$ cat config.mk
export PLATFORM = sky130hd
export DESIGN_NAME = clk_en_gen
export DESIGN_NICKNAME = d
export VERILOG_FILES = /design/src/rtl/core_config_pkg.sv /design/src/rtl/clk_en_channel.sv /design/src/rtl/clk_en_gen.sv
export SDC_FILE = /design/constraint.sdc
export NUM_CORES = 1
export LEC_CHECK = 0
export ABC_AREA = 0
export CAP_MARGIN = 5
export CORE_ASPECT_RATIO = 1.25
export CORE_MARGIN = 8
export CORE_UTILIZATION = 65
export CTS_BUF_LIST = sky130_fd_sc_hd__clkbuf_8
export CTS_CLUSTER_SIZE = 24
export DETAILED_ROUTE_END_ITERATION = 8
export PLACE_DENSITY = 0.95
export SYNTH_ARGS = -nofsm -noshare
export SYNTH_HDL_FRONTEND = slang
export SYNTH_HIERARCHICAL = 1
export SYNTH_SLANG_ARGS = --single-unit
$ cat constraint.sdc
create_clock -name clk -period 6.6 [get_ports clk]
set_clock_uncertainty 0.2 [all_clocks]
set_input_delay 0.66 -clock clk [delete_from_list [all_inputs] [get_ports clk]]
set_output_delay 0.66 -clock clk [all_outputs]
set_load 0.03 [all_outputs]
$ cat src/rtl/core_config_pkg.sv
// core_config_pkg: core clocking constants and the clock-enable generator config type.
// The generator's reset config derives from the reference/core frequency ratio and duty.
package core_config_pkg;
    localparam int REF_CLK_FREQ    = 100_000_000;
    localparam int CORE_CLK_FREQ   = 25_000_000;
    localparam int CORE_CLK_DUTY   = 50;
    localparam int CLKGEN_N_CH     = 2;
    localparam int CLKGEN_CNT_W    = 16;
    localparam int CLKGEN_DEF_DIV  = REF_CLK_FREQ / CORE_CLK_FREQ;
    localparam int CLKGEN_DEF_HIGH = CLKGEN_DEF_DIV * CORE_CLK_DUTY / 100;

    typedef struct packed {
        logic [CLKGEN_CNT_W-1:0] div;
        logic [CLKGEN_CNT_W-1:0] high;
    } clkgen_cfg_t;
endpackage

$ cat src/rtl/clk_en_channel.sv
// clk_en_channel: one divider counter with its active config and registered clk_en/tick.
// With CLKGEN_SHADOW_EN a write waits in a shadow until the period boundary, sync or disable.
module clk_en_channel
    import core_config_pkg::*;
(
    input  logic        clk,
    input  logic        rst_n,
    input  logic        i_en,
    input  logic        i_sync,
    input  logic        i_wr,
    input  clkgen_cfg_t i_cfg,
`ifdef CLKGEN_SHADOW_EN
    output logic        o_pending,
`endif
    output logic        o_clk_en,
    output logic        o_tick
);
    localparam clkgen_cfg_t DEF_CFG = '{div:  CLKGEN_CNT_W'(CLKGEN_DEF_DIV),
                                        high: CLKGEN_CNT_W'(CLKGEN_DEF_HIGH)};

    clkgen_cfg_t             r_cfg;
    logic [CLKGEN_CNT_W-1:0] r_cnt;
    logic                    r_clk_en;
    logic                    r_tick;
    logic [CLKGEN_CNT_W-1:0] w_last;
    logic                    w_wrap;
    logic                    w_restart;
    logic                    w_zero;

    // div of 0 behaves as 1, so the last count is clamped at 0
    assign w_last    = (r_cfg.div == '0) ? '0 : r_cfg.div - 1'b1;
    assign w_wrap    = r_cnt >= w_last;
    assign w_restart = !i_en || i_sync;
    assign o_clk_en  = r_clk_en;
    assign o_tick    = r_tick;

`ifdef CLKGEN_SHADOW_EN
    clkgen_cfg_t r_shadow;
    logic        r_pending;
    assign w_zero    = w_restart || w_wrap;
    assign o_pending = r_pending;

    always_ff @(posedge clk or negedge rst_n) begin
        if (!rst_n) begin
            r_cfg     <= DEF_CFG;
            r_shadow  <= DEF_CFG;
            r_pending <= 1'b0;
        end else if (i_wr && w_zero) begin
            r_cfg <= i_cfg;
        end else if (i_wr) begin
            r_shadow  <= i_cfg;
            r_pending <= 1'b1;
        end else if (r_pending && w_zero) begin
            r_cfg     <= r_shadow;
            r_pending <= 1'b0;
        end
    end
`else
    assign w_zero = w_restart || w_wrap || i_wr;

    always_ff @(posedge clk or negedge rst_n) begin
        if (!rst_n) r_cfg <= DEF_CFG;
        else if (i_wr) r_cfg <= i_cfg;
    end
`endif

    always_ff @(posedge clk or negedge rst_n) begin
        if (!rst_n) begin
            r_cnt    <= '0;
            r_clk_en <= 1'b0;
            r_tick   <= 1'b0;
        end else begin
            r_cnt    <= w_zero ? '0 : r_cnt + 1'b1;
            r_clk_en <= i_en && (r_cnt < r_cfg.high);
            r_tick   <= i_en && (r_cnt == '0);
        end
    end
endmodule

$ cat src/rtl/clk_en_gen.sv
// clk_en_gen: N_CH programmable clock-enable channels behind one valid/ready config port.
// Optional CLKGEN_SHADOW_EN defers writes to period boundaries and backpressures cfg_ready.
module clk_en_gen
    import core_config_pkg::*;
#(
    parameter int N_CH  = CLKGEN_N_CH,
    parameter int CNT_W = CLKGEN_CNT_W,
    localparam int CH_W = (N_CH > 1) ? $clog2(N_CH) : 1
)(
    input  logic            clk,
    input  logic            rst_n,
    input  logic            cfg_valid,
    output logic            cfg_ready,
    input  logic [CH_W-1:0] cfg_ch,
    input  logic [CNT_W-1:0] cfg_div,
    input  logic [CNT_W-1:0] cfg_high,
    input  logic [N_CH-1:0] ch_enable,
    input  logic            sync,
    output logic [N_CH-1:0] clk_en,
    output logic [N_CH-1:0] tick
);
    clkgen_cfg_t w_cfg;
    logic        w_acc;

    assign w_cfg = '{div: CLKGEN_CNT_W'(cfg_div), high: CLKGEN_CNT_W'(cfg_high)};
    assign w_acc = cfg_valid && cfg_ready;

`ifdef CLKGEN_SHADOW_EN
    logic [N_CH-1:0]      w_pending;
    logic [2**CH_W-1:0]   w_pend_ext;
    // out-of-range channels read a zero pending bit, so their writes are accepted and dropped
    assign w_pend_ext = (2**CH_W)'(w_pending);
    assign cfg_ready  = !w_pend_ext[cfg_ch];
`else
    assign cfg_ready = 1'b1;
`endif

    for (genvar i = 0; i < N_CH; i++) begin : g_ch
        clk_en_channel u_ch (
            .clk      (clk),
            .rst_n    (rst_n),
            .i_en     (ch_enable[i]),
            .i_sync   (sync),
            .i_wr     (w_acc && (cfg_ch == CH_W'(i))),
            .i_cfg    (w_cfg),
`ifdef CLKGEN_SHADOW_EN
            .o_pending(w_pending[i]),
`endif
            .o_clk_en (clk_en[i]),
            .o_tick   (tick[i])
        );
    end
endmodule

Yosys cells after proc, flatten, opt, wreduce, memory -nomap -nowiden:

Index checks and enable logic that the tools add are counted.

* bits of input ports: 39
* bits in registers: 100
* output and inout port bits: 5
* logic and storage cells: 41

* reduce and logical (&&, ||, !) cells: 18
* multiplexer cells: 4
* add/subtract/negate cells: 4
* magnitude comparators: 4
* bitwise operators: 1

Operator list (number)
* zero test 16 bit: 4
* 2-to-1 mux 16 bit: 4
* adder 16 x 1 -> 16 bit, second input constant: 2
* >= comparator 16 bit: 2
* < comparator 16 bit: 2
* subtractor 16 x 1 -> 16 bit, second input constant: 2
* logical AND 1 bit: 6
* logical OR 1 bit: 6
* zero test 1 bit: 2
* inverter 1 bit: 1

Depth between registers and ports, before layout:

* depth in word-level cells: 6
* gate-level depth with buffers: 14
* depth with buffers taken out: 12

Hierarchy:

The synthesis kept the hierarchy.

Modules (own cells, without submodules)
* clk_en_channel at g_ch[1].u_ch: times used 1, sequential area each 1253.7 um^2, cells each 321, area an instance 3095.5 um^2
* clk_en_channel at g_ch[0].u_ch: times used 1, sequential area each 1253.7 um^2, cells each 317, area an instance 3072.9 um^2
* clk_en_gen: times used 1, sequential area each 0.0 um^2, cells each 4, area an instance 27.5 um^2

Worst setup path after synthesis:

No wires, ideal clock.

* kind: register to register
* from: reg g_ch[0].u_ch/r_cfg[21] (netlist name)
* to: reg g_ch[0].u_ch.r_cnt[10]
* path buffers: 1
* setup time: 71 ps
* cell stages (with the launch flop): 12
* period minus slack after synthesis: 3224 ps
* data required time: 6329 ps
* arrival time: 2953 ps
* path slack: 3376 ps
* cells stage by stage: dfrtp_1 -> or4_4 -> nor3_2 -> nand4b_1 -> and2_2 -> ha_1 -> nand2b_1 -> a2111o_1 -> o211ai_1 -> nand3_1 -> buf_2 -> nor2_1

* longest elaborated chain between the ends: 6
* elaborated cells on any way between the ends: 7
* classes of those cells: add/sub: 1; order compare: 1; mux: 2; reduce/logical: 3

RTL lines
* start, declared: RTL line clk_en_channel.sv:21 `clkgen_cfg_t r_cfg;`
* start signal, assigned: RTL line clk_en_channel.sv:63 `else if (i_wr) r_cfg <= i_cfg;`
* subtractor 16 x 1 -> 16 bit / zero test 16 bit (equally long branches): RTL line clk_en_channel.sv:31 `assign w_last = (r_cfg.div == '0) ? '0 : r_cfg.div - 1'b1;`
* 2-to-1 mux 16 bit *: RTL line clk_en_channel.sv:31
* >= comparator 16 bit *: RTL line clk_en_channel.sv:32 `assign w_wrap = r_cnt >= w_last;`
* logical OR 1 bit * (2 in series): RTL line clk_en_channel.sv:59 `assign w_zero = w_restart || w_wrap || i_wr;`
* 2-to-1 mux 16 bit *: RTL line clk_en_channel.sv:73 `r_cnt <= w_zero ? '0 : r_cnt + 1'b1;`
* end signal, assigned: RTL line clk_en_channel.sv:73
* end, declared: RTL line clk_en_channel.sv:22 `logic [CLKGEN_CNT_W-1:0] r_cnt;`

Every way passes the cells marked *; elsewhere a longest branch is shown, timed or not.
A chain may end at the register's enable or synchronous reset.

Worst setup path after layout:

* from: reg g_ch[0].u_ch/r_cfg[25] (netlist name)
* to: reg g_ch[0].u_ch.r_cnt[10]

Same word-level chain as after synthesis.

==> out/metrics.cfg <==
[status]
status=finished clean

[setup_path]
arrival_ns=4.16
rrSetupSlack_ns=2.52
reg2reg_depth=10
cp.required_ns=6.69
endpoint_kind=register
r2r_end=g_ch[0].u_ch/r_cnt[10]
timing.rr.start=g_ch[0].u_ch/r_cfg[25]
worstSetupStartpointType=register
cp_max_fo=16
path_class=reg -> reg

[timing]
slew_headroom=0.419
setup_ws_ns=2.52
rsz0062_at_grt=no
min_period_over_period=0.618
final.setup.tns_ns=0
setup-violations-final=0
worst_pin_slew_ns=0.872
hold_violations=0
post-route-min-period_ns=4.08
max_freq_ghz=0.245
maxSlewViolCount=0

[detailed_routing]
num_vias=5164
drc=0
routed_wl_um=16100
first_iter_violations=357
routed_via_density=6.36
dr.pass1.iters=5
wl_per_cell_um=19.8
ant_nets=0

[die]
die_h_um=125
num_rows=40
die_w_um=103
io_pins=44
coreArea_um2=9460
dieArea_um2=12900
initial_core_util=0.655

[clocking]
cts_tree=yes
cts_root_buf=clkbuf_8
post-cts-setup-buffers=0
clockBufferDepth=2
cts_resized=0
postCtsHoldBufs=0
worstSkewPairLatency_ns=0.38
h-tree-depth=3
clk_pin_slew_ns=0.10
cts_buffers=9
cts.sinks=100

[final_layout]
final_cells=812
fillers=575
post-route-util=0.726
nets=789
drive_above_1_share=0.0949
final_common_cell=dfrtp_1
syn_to_final_growth_pct=10.8
final_cell_mix=dfrtp_1 (96), nand2_1 (84), ha_1 (70), nor2_1 (57), inv_1 (46)

[synth]
synth_area_leader_cell=dfrtp_1
netlist_area_um2=6200
synth_edf_count=0
synth-seq-cells=100
synth.distinct_cells=56
synth_top_area_share=0.388
syn_nets=751
ys_seq_area_frac=0.405
synth_flop_cell=dfrtp_1
yosys_warnings=6
async_flop_share=1.00
ys_top_cells_by_area=dfrtp_1 (39%), ha_1 (14%), mux2_2 (5.5%)
avgSynthCellArea_um2=9.65
postSynthCellCount=642

[placement]
placedCellCount=795
io_buffers=42
pre_cts_slack_ns=2.60
hpwlAfterDp_um=11600
gp_congestion=0.906

[pwr]
power_density_nw_per_um2=202
cellLeakagePower_nw=3.10
peakVddDrop_v=0.000134

[global_route]
busiest_layer=met2
grt_use_met2=0.443
grt_antenna_before_repair=1
grt_max_degree=58
grt-ovfl-total=0
first_global_vias=5403
grtUsageMet1=0.289
use_met3=0.0522
grt_usage=0.259
grt_pass1_wl_um=26300

[flow_run]
timing.max_cap.violations=0

[min_path]
min_path_type=in -> async

state kept, by name, summed over array words and instances (netlist names):
register and flops:
g_ch.u_ch/o_tick 2, g_ch.u_ch/r_cnt 32, g_ch.u_ch/o_clk_en 2, g_ch.u_ch/r_cfg 64
worst max-delay path by stage:
stage	end	slack [ns]	startpoint
floorplan	g_ch[0].u_ch/r_cnt[10]	3.38	g_ch[0].u_ch/r_cfg[21]
global placement	g_ch[0].u_ch/r_cnt[15]	2.80	g_ch[0].u_ch/r_cfg[21]
detailed placement	g_ch[0].u_ch/r_cnt[5]	2.60	g_ch[0].u_ch/r_cfg[20]
CTS	g_ch[0].u_ch/r_cnt[5]	2.56	g_ch[0].u_ch/r_cfg[20]
global route	g_ch[0].u_ch/r_cnt[10]	2.21	g_ch[0].u_ch/r_cfg[20]
finish	g_ch[0].u_ch/r_cnt[10]	2.52	g_ch[0].u_ch/r_cfg[25]
layer usage:
metal	vias to the layer above	share of wire
met1	2525	0.37
met4	0	0.055
met5	-	0
met2	250	0.52
li1	2301	-
met3	88	0.055
cells in the mapped netlist, drive strengths merged, types with 4 or more instances:
cell type / number
a21oi: 18
nor3: 12
nor4b: 5
a211oi: 4
inv: 44
nand3: 19
nor4: 11
o211ai: 4
or3: 4
nor2: 57
buf: 10
clkbuf: 6
nand4: 14
and4: 8
dfrtp: 96
nand2: 87
a21o: 4
nand2b: 7
xnor2: 25
mux2: 30
o21ai: 43
dfstp: 4
xor2: 26
ha: 70
metrics by stage:
| step | instance area, µm² | power (mW) | hold slack (ns) |
|---|---|---|---|
| floorplan | 6200 | 0.916 | 0.164 |
| global placement | 6690 | 0.997 | 0.284 |
| detailed placement | 6690 | 1.02 | 0.292 |
| CTS | 6870 | 1.39 | 0.0574 |
| global route | 6870 | 1.46 | 0.0776 |
| finish | 6870 | 1.39 | 0.0502 |
cells by family (layout without fill, tap and decap cells):
kind of cell	count (synthesis)	count (layout)	share of synthesized area
and+or+nand+nor	243	243	0.202
xor gates and xnor gates	51	51	0.0721
adders and majority gates	70	70	0.141
AOI/OAI and AO/OA	87	87	0.0836
other	1	2	0.000605
DFF	100	100	0.405
buffers and inverters	60	103	0.0416
muxes	30	30	0.0545
critical path, cell delays in order (launching register included):
cell and delay (ns):
dfrtp_1 0.47, or4_4 0.56, nor4_4 0.19, nand4b_1 0.49
and2_2 0.41, ha_1 0.26, nand2b_1 0.14, a2111o_1 0.41
o211ai_1 0.10, nand3_1 0.49, nor2_1 0.26
layout make-up:
class / count / area (µm²) / area share
diodes: 1 / 2.50 / 0.000364
clock buffers: 10 / 138 / 0.0200
clock inverters: 6 / 41.3 / 0.00601
inverters: 44 / 165 / 0.0240
multi-input cells: 482 / 3430 / 0.500
flip-flops and latches: 100 / 2510 / 0.365
well taps: 126 / 158 / 0.0230
repair buffers: 43 / 425 / 0.0619
report_power, final:
part,switching [mW],internal (mW)
Sequential,0.0537,0.671
Clock,0.217,0.147
Combinational,0.164,0.136
(Power assumes the default switching activity.)
